$ cat src/rtl/seq_alu.sv
// Handshaked sequential ALU: single-cycle logic/shift/compare ops plus a WIDTH-step
// shift-add unsigned multiplier returning either half of the 2*WIDTH product.
module seq_alu #(
  parameter int WIDTH = 32
) (
  input  logic             clk,
  input  logic             reset,
  input  logic             in_valid,
  output logic             in_ready,
  input  logic [WIDTH-1:0] A,
  input  logic [WIDTH-1:0] B,
  input  logic [3:0]       ALUOp,
  output logic             out_valid,
  input  logic             out_ready,
  output logic [WIDTH-1:0] C,
  output logic             busy
);

  localparam int SHW = $clog2(WIDTH);

  localparam logic [3:0] OP_ADD   = 4'd0;
  localparam logic [3:0] OP_SUB   = 4'd1;
  localparam logic [3:0] OP_AND   = 4'd2;
  localparam logic [3:0] OP_OR    = 4'd3;
  localparam logic [3:0] OP_SRL   = 4'd4;
  localparam logic [3:0] OP_SRA   = 4'd5;
  localparam logic [3:0] OP_SLL   = 4'd6;
  localparam logic [3:0] OP_SLT   = 4'd7;
  localparam logic [3:0] OP_SLTU  = 4'd8;
  localparam logic [3:0] OP_MULLO = 4'd9;
  localparam logic [3:0] OP_MULHU = 4'd10;

  typedef enum logic [1:0] {
    IDLE = 2'd0,
    MUL  = 2'd1,
    DONE = 2'd2
  } state_t;

  // Handshake: a transfer happens on a rising edge where valid and ready are both high.
  // in_ready is high only in IDLE; out_valid is high only in DONE.

  state_t               state_q, state_d;
  logic [WIDTH-1:0]     c_q, c_d;
  logic [2*WIDTH-1:0]   mcand_q, mcand_d;
  logic [WIDTH-1:0]     mplr_q, mplr_d;
  logic [2*WIDTH-1:0]   acc_q, acc_d;
  logic [SHW-1:0]       cnt_q, cnt_d;
  logic                 mulhi_q, mulhi_d;

  logic [SHW-1:0]       shamt;
  logic [WIDTH-1:0]     alu_res;
  logic [2*WIDTH-1:0]   acc_sum;

  assign shamt = B[SHW-1:0];

  always_comb begin
    alu_res = '0;
    case (ALUOp)
      OP_ADD:  alu_res = A + B;
      OP_SUB:  alu_res = A - B;
      OP_AND:  alu_res = A & B;
      OP_OR:   alu_res = A | B;
      OP_SRL:  alu_res = A >> shamt;
      OP_SRA:  alu_res = $unsigned($signed(A) >>> shamt);
      OP_SLL:  alu_res = A << shamt;
      OP_SLT:  alu_res = {{(WIDTH-1){1'b0}}, ($signed(A) < $signed(B))};
      OP_SLTU: alu_res = {{(WIDTH-1){1'b0}}, (A < B)};
      default: alu_res = '0;
    endcase
  end

  assign acc_sum = acc_q + (mplr_q[0] ? mcand_q : '0);

  always_comb begin
    state_d = state_q;
    c_d     = c_q;
    mcand_d = mcand_q;
    mplr_d  = mplr_q;
    acc_d   = acc_q;
    cnt_d   = cnt_q;
    mulhi_d = mulhi_q;
    case (state_q)
      IDLE: begin
        if (in_valid) begin
          if (ALUOp == OP_MULLO || ALUOp == OP_MULHU) begin
            mcand_d = {{WIDTH{1'b0}}, A};
            mplr_d  = B;
            acc_d   = '0;
            cnt_d   = '0;
            mulhi_d = (ALUOp == OP_MULHU);
            state_d = MUL;
          end else begin
            c_d     = alu_res;
            state_d = DONE;
          end
        end
      end
      MUL: begin
        acc_d   = acc_sum;
        mcand_d = mcand_q << 1;
        mplr_d  = mplr_q >> 1;
        cnt_d   = cnt_q + 1'b1;
        // Last partial product goes straight into C so DONE follows the final step.
        if (cnt_q == SHW'(WIDTH-1)) begin
          c_d     = mulhi_q ? acc_sum[2*WIDTH-1:WIDTH] : acc_sum[WIDTH-1:0];
          state_d = DONE;
        end
      end
      DONE: begin
        if (out_ready) state_d = IDLE;
      end
      default: state_d = IDLE;
    endcase
  end

  always_ff @(posedge clk) begin
    if (reset) begin
      state_q <= IDLE;
      c_q     <= '0;
      mcand_q <= '0;
      mplr_q  <= '0;
      acc_q   <= '0;
      cnt_q   <= '0;
      mulhi_q <= 1'b0;
    end else begin
      state_q <= state_d;
      c_q     <= c_d;
      mcand_q <= mcand_d;
      mplr_q  <= mplr_d;
      acc_q   <= acc_d;
      cnt_q   <= cnt_d;
      mulhi_q <= mulhi_d;
    end
  end

  assign in_ready  = (state_q == IDLE);
  assign out_valid = (state_q == DONE);
  assign busy      = (state_q != IDLE);
  assign C         = c_q;

endmodule

$ cat config.mk
export PLATFORM = sky130hd
export DESIGN_NAME = seq_alu
export DESIGN_NICKNAME = d
export VERILOG_FILES = /design/src/rtl/seq_alu.sv
export SDC_FILE = /design/constraint.sdc
export NUM_CORES = 1
export LEC_CHECK = 0
export ABC_AREA = 1
export BUFFER_PORTS_ARGS = -buffer_cell sky130_fd_sc_hd__buf_2
export CAP_MARGIN = 0
export CORE_UTILIZATION = 40
export CTS_BUF_LIST = sky130_fd_sc_hd__clkbuf_4 sky130_fd_sc_hd__clkbuf_8
export CTS_CLUSTER_DIAMETER = 120
export CTS_CLUSTER_SIZE = 14
export DETAILED_ROUTE_END_ITERATION = 10
export GPL_TIMING_DRIVEN = 0
export SLEW_MARGIN = 20
export SYNTH_ARGS = -nofsm -noshare
export SYNTH_HDL_FRONTEND = slang
export SYNTH_SLANG_ARGS = --single-unit
export TNS_END_PERCENT = 50
$ cat constraint.sdc
create_clock -name clk -period 8.54 [get_ports clk]
set_clock_uncertainty 0.1 [all_clocks]
set_input_delay 1.281 -clock clk [delete_from_list [all_inputs] [get_ports clk]]
set_output_delay 1.281 -clock clk [all_outputs]
set_load 0.05 [all_outputs]
==> run metrics, run 1 <==
crit-path max FO 11; final-stage net count 5117; Area Growth Syn to Fin 7.83%; final hold violation count 0; setup_tns 0 ns; GPL Wtd Cong 1.12; number of routed nets with antenna violations 0; Row Count 90; Total Routing Usage GR 38.8%; total CTS buffers 17; Ports 107; die height 251 um; r2r startpoint mplr_q[0]; IO Port Bufs 106; CP cell instances buf_2 -> buf_2 -> inv_1 -> buf_2 -> clkbuf_1 -> ha_1 -> buf_4 -> nand2_1 -> nand3_1 -> nand2_1 -> nand2_1 -> nand2_1 -> nand2_1 -> nand2_1 -> nand3_1 -> nand3_1 -> nand3_1 -> nand2_1 -> nand3_1 -> nand2_1 -> inv_1; WP data required 8.93 ns; Power Dens Cells 101 nW/um2; CTS sink cnt 200; vias in the first global route 28200; total global routing overflow 0; post-synth net total 4992; Final Max Slew Viols 0; top cells by area in the synthesized netlist nand2_1 (29%), dfxtp_1 (16%), inv_1 (12%); Vias per Instance 5.42; die span in x 251 um; vias after detailed routing 30800; status finished clean; most used cell, CP nand2_1; M1 WL 50000 um; fmax 215 MHz; top sig layer met5; count of hold-fix buffers inserted at cts 0; CTS resizes 0; Post-CTS Setup Bufs 0; RSZ-0062 raised after global routing false; Mapped Area 24700 um2; Pwr Total 2.69 mW; WL/cell 21.8 um; fraction of registers with async set/reset 0%; Peak VDD IR 0.000121 V; Mapped Cells 4755; Final Setup Violations 0; kind of critical path primary input to flip-flop; first-pass GRT wire length 180000 um; maximum root-to-sink buffer count 2; Post-synth top cells nand2_1 (1910), inv_1 (767), nand3_1 (565); Post-synth top flop dfxtp_1; CP startpoint B[3]; DR WL met3 10200 um; Setup crit start kind primary input; core area 60700 um2; P_leak 15.0 nW; # DRC 0; syn avg cell area 5.20 um2; hold path startpoint mcand_q[63]; synth unique cells 47; CTS tree built; CP peak stage delay 0.53 ns; post-layout util 43.9%; dpl hpwl 103000 um; Initial Utilization 40.7%; most common cell in the netlist nand2_1; root buffer cell clkbuf_8; Worst-Margin Slew 1.11 ns; drt first pass iters 9; final WL 124000 um; fin crit share 54.4%; Yosys Warn Count 0; CP bufs+invs 7; EDFF count, synth 0; die footprint 62800 um2; H-tree depth 4; largest net degree at the start of global routing 23; flop-to-flop setup slack 3.95 ns; DRT iter0 DRCs 3355; max_cap viols 0; fin crit period 4.64 ns; clk_lat worst skew 0.60 ns; Worst setup EP type flip-flop; CP max stage cell clkbuf_1; #FFs+latches synth 200; initial antenna violation count 5; layout cells sized above 1 6.19%; DR WL met2 54100 um; top cell type's share of synthesized area 29.0%; clock slew seen by the registers of the worst setup and hold paths 0.12 ns; Hold WC Path Type flip-flop to flip-flop; max_slew headroom 26.1%; Synth area leader nand2_1; Seq/Total Area, Yosys 16.2%; crit path DAT 5.03 ns; Top delay family on crit path simple AND/OR/NAND/NOR gates
metrics by stage:
step           setup slack [ns]  instances  area [um2]  hold WS [ns]
2_1_floorplan              4.87       4755       24700         0.335
3_3_place_gp               3.45       5643       26200         0.356
3_5_place_dp               3.46       5643       26200         0.358
4_1_cts                    4.07       5675       26600         0.376
5_1_grt                    3.74       5676       26600         0.397
6_report                   3.90       5678       26600         0.373
logic make-up (layout without fill, tap and decap cells):
logic type               count (synthesis)  after routing  synth area share (%)
other                                    0              3                     0
AO/OA/AOI/OAI                          444            444                  9.80
AND/OR/NAND/NOR                       2950           2950                  49.2
flip-flops                             200            200                  16.2
XOR/XNOR                                21             21                 0.744
adder cells (fa/ha/maj)                165            165                  8.45
buffers and inverters                  975           1113                  15.6
layout make-up:
class / instances / area [um2]
diodes: 3 / 7.51
plain buffers: 186 / 885
clock buffers: 17 / 234
clock inverters: 15 / 184
fillers: 7153 / 34100
inverters: 789 / 2960
multi-input cells: 3580 / 16900
flip-flops and latches: 200 / 4000
well taps: 782 / 978
repair buffers: 106 / 531
tightest hold or removal path: cells and delay by family, from the launching register on:
family           cells  cell delay (ns)
AO/OA/AOI/OAI        1             0.05
flip-flops           1             0.33
AND/OR/NAND/NOR      1             0.06
report_power, final:
| group | switching [mW] | leakage (nW) | internal, mW |
|---|---|---|---|
| clock network | 0.470 | 0.209 | 0.232 |
| logic | 0.755 | 13.1 | 0.247 |
| registers | 0.0253 | 1.62 | 0.962 |
per-layer routing:
metal	up-vias	GRT usage, %
li1	15000	-
met1	13900	47.9
met2	1429	61.9
met3	362	6.21
met4	6	26.7
met5	-	0
layout by cell type, fill, tap and decap left out, types with 4 or more instances in the layout:
master and n:
a21oi_1 225, a31oi_1 65, and2_1 9, and3_1 4
buf_1 18, buf_2 186, buf_4 8, buf_6 7
clkbuf_1 70, clkbuf_8 17, dfxtp_1 200, ha_1 162
inv_1 767, inv_12 4, inv_2 18, inv_8 5
nand2_1 1910, nand2_2 12, nand3_1 565, nand3b_1 9
nand4_1 40, nor2_1 322, nor2_2 12, nor3_1 40
nor3_2 4, o211ai_1 11, o21ai_0 80, o21ai_1 18
o21bai_1 14, o22ai_1 22, or2_2 13, xnor2_1 6
xor2_1 15
path summary, 6_finish.rpt:
check | end | cells past startpoint
setup / recovery | C[22] | 21
hold reg to reg | mcand_q[63] | 2
setup reg to reg | C[24] | 19
hold / removal | mcand_q[63] | 2
registers in the layout (all words and copies together) (netlist names):
signal / count
mplr_q: 32
C: 32
mcand_q: 64
cnt_q: 5
mulhi_q: 1
state_q: 2
acc_q: 64
No activity file was read; power rests on OpenSTA's default activity.
==> run 2: changes to the inputs <==
Clock period 8.54 ns to 4.01 ns, I/O delays scaled along.
==> run 2 against run 1 <==
Highest routed layer unchanged. Power up 110%. Design area hardly changed. Sequential share of layout area about the same. Wire length about the same. Global-route usage unchanged. Die area is the same.
==> run metrics, run 2 (same netlist as run 1, synthesis figures left out) <==
Final Max Slew Viols 0 (unchanged); core area 60700 um2 (unchanged); CP cell instances clkbuf_4 -> buf_2 -> nand2_1 -> inv_1 -> ha_1 -> fa_2 -> nand3_1 -> nand3_1 -> nand2_1 -> nand2_1 -> nand2_1 -> nand2_1 -> nand2_1 -> nand2_1 -> nand2_1 -> nand2_1 -> nand2_1 -> nand3_1 -> nand2_1 -> nand3_1 -> nand2_1 -> inv_1; WL/cell 21.8 um (about the same); Power Dens Cells 215 nW/um2 (+110%); Total Routing Usage GR 38.8% (unchanged); fin crit share 95.7%; Ports 107 (unchanged); fin crit period 3.84 ns; fmax 261 MHz; IO Port Bufs 106 (unchanged); CP max stage cell fa_2; hold path depth 3 (+1); initial antenna violation count 5 (unchanged); Peak VDD IR 0.000256 V (+110%); final WL 124000 um (about the same); crit-path max FO 10 (-1); Post-CTS Setup Bufs 0 (unchanged); hold path startpoint B[11]; hold slack 0.170 ns (-0.203 ns); total global routing overflow 0 (unchanged); Worst R2R Path Depth 22 (+3); Area Growth Syn to Fin 7.87% (about the same); # DRC 0 (unchanged); count of hold-fix buffers inserted at cts 0 (unchanged); Hold Path End mplr_q[11]; WP data required 4.40 ns (-4.53 ns); most frequent cells in the layout nand2_1 (1910), inv_1 (767), nand3_1 (564); flop-to-flop setup slack 0.17 ns (-3.78 ns); vias after detailed routing 30800 (+0.062%); final hold violation count 0 (unchanged); Vias per Instance 5.42 (about the same); Worst setup EP type flip-flop; clock slew seen by the registers of the worst setup and hold paths 0.14 ns (+0.02 ns); maximum root-to-sink buffer count 2 (unchanged); CP startpoint mplr_q[0]; Final Setup Violations 0 (unchanged); fill count 7154 (+0.014%); crit path DAT 4.23 ns (-0.80 ns); r2r startpoint mplr_q[0]; status finished clean; most common cell after layout, fill and taps aside nand2_1; max_slew headroom 27.3% (+1.2 points); largest net degree at the start of global routing 23 (unchanged); die footprint 62800 um2 (unchanged); vias in the first global route 28200 (unchanged); DRT iter0 DRCs 3446 (+2.7%); Hold WC Path Type primary input to flip-flop; number of routed nets with antenna violations 0 (unchanged); dpl hpwl 103000 um (unchanged); most used cell, CP nand2_1; Setup crit start kind flip-flop; kind of critical path flip-flop to flip-flop; Pwr Total 5.74 mW (+110%); die span in x 251 um (unchanged); Worst-Margin Slew 1.09 ns (-0.0185 ns); H-tree depth 4 (unchanged); total CTS buffers 17 (unchanged); GPL Wtd Cong 1.12 (unchanged); P_leak 15.0 nW (about the same); Initial Utilization 40.7% (unchanged); final-stage net count 5116 (-0.020%); Row Count 90 (unchanged); die height 251 um (unchanged); drt first pass iters 8 (-1); layout cells sized above 1 6.28% (+0.083 points); first-pass GRT wire length 180000 um (unchanged); Reg-to-Reg End C[12]; RSZ-0062 raised after global routing false; Final Worst Setup Slack 0.173 ns (-3.72 ns); root buffer cell clkbuf_8; clk_lat worst skew 0.60 ns (about the same); CP peak stage delay 0.45 ns (-0.08 ns); Largest regs acc_q (64), mcand_q (64); CTS sink cnt 200 (unchanged); max_cap viols 0 (unchanged); CTS tree built; Placement Setup Slack -0.420 ns (-3.88 ns)
run 2: cell types whose count changed in the layout (fill, tap and decap cells not counted), sizes merged:
cell,delta
clkbuf,-2
buf,+1
run 2: cell type report:
| type | instances | area, um2 | share of cell area [%] |
|---|---|---|---|
| repair buffers | 106 | 531 | 1.99 |
| plain buffers | 185 | 886 | 3.32 |
| inverters | 789 | 2960 | 11.1 |
| flip-flops and latches | 200 | 4000 | 15.0 |
| diodes | 3 | 7.51 | 0.0282 |
| clock buffers | 17 | 234 | 0.878 |
| clock inverters | 15 | 184 | 0.690 |
| well taps | 782 | 978 | 3.67 |
| multi-input cells | 3580 | 16900 | 63.3 |
run 2: worst max-delay path by stage:
stage	endpoint
after floorplan	C[11]
after global placement	C[12]
after detailed placement	C[24]
after CTS	C[12]
after global routing	C[18]
final	C[12]
run 2: metal layers:
layer	part of all wire (%)	wire length, um	GRT usage [%]
met1	40	50100	47.9
met2	44	54200	61.9
met3	8.2	10200	6.21
met4	7.6	9390	26.7
met5	0.040	50	0
run 2: timing repair:
| action | 4_1_cts | 5_1_grt |
|---|---|---|
| setup endpoints to repair | 22 | 11 |
| hold endpoints to repair | 0 | 0 |
| gates resized for setup | 3 | 4 |
run 2: through the flow:
step	utilization, %	cell area, um2	setup TNS [ns]	instances
after global placement	43.2	26200	-6.37	5643
after detailed placement	43.2	26200	-6.12	5643
after floorplan	-	24700	0	4755
final	43.9	26700	0	5677
after CTS	43.9	26600	0	5675
after global routing	43.9	26600	0	5675
run 2: critical path, delay by kind of cell (launching register included):
| kind | cells | cell delay (ns) |
|---|---|---|
| buf+inv | 4 | 0.59 |
| flops | 1 | 0.33 |
| fa+ha+maj | 2 | 0.67 |
| simple gates | 16 | 2.06 |
run 2: report_power, final:
part | internal [mW] | total, mW | switching (mW)
Combinational | 0.526 | 2.14 | 1.61
Clock | 0.493 | 1.50 | 1.01
Sequential | 2.05 | 2.10 | 0.0540
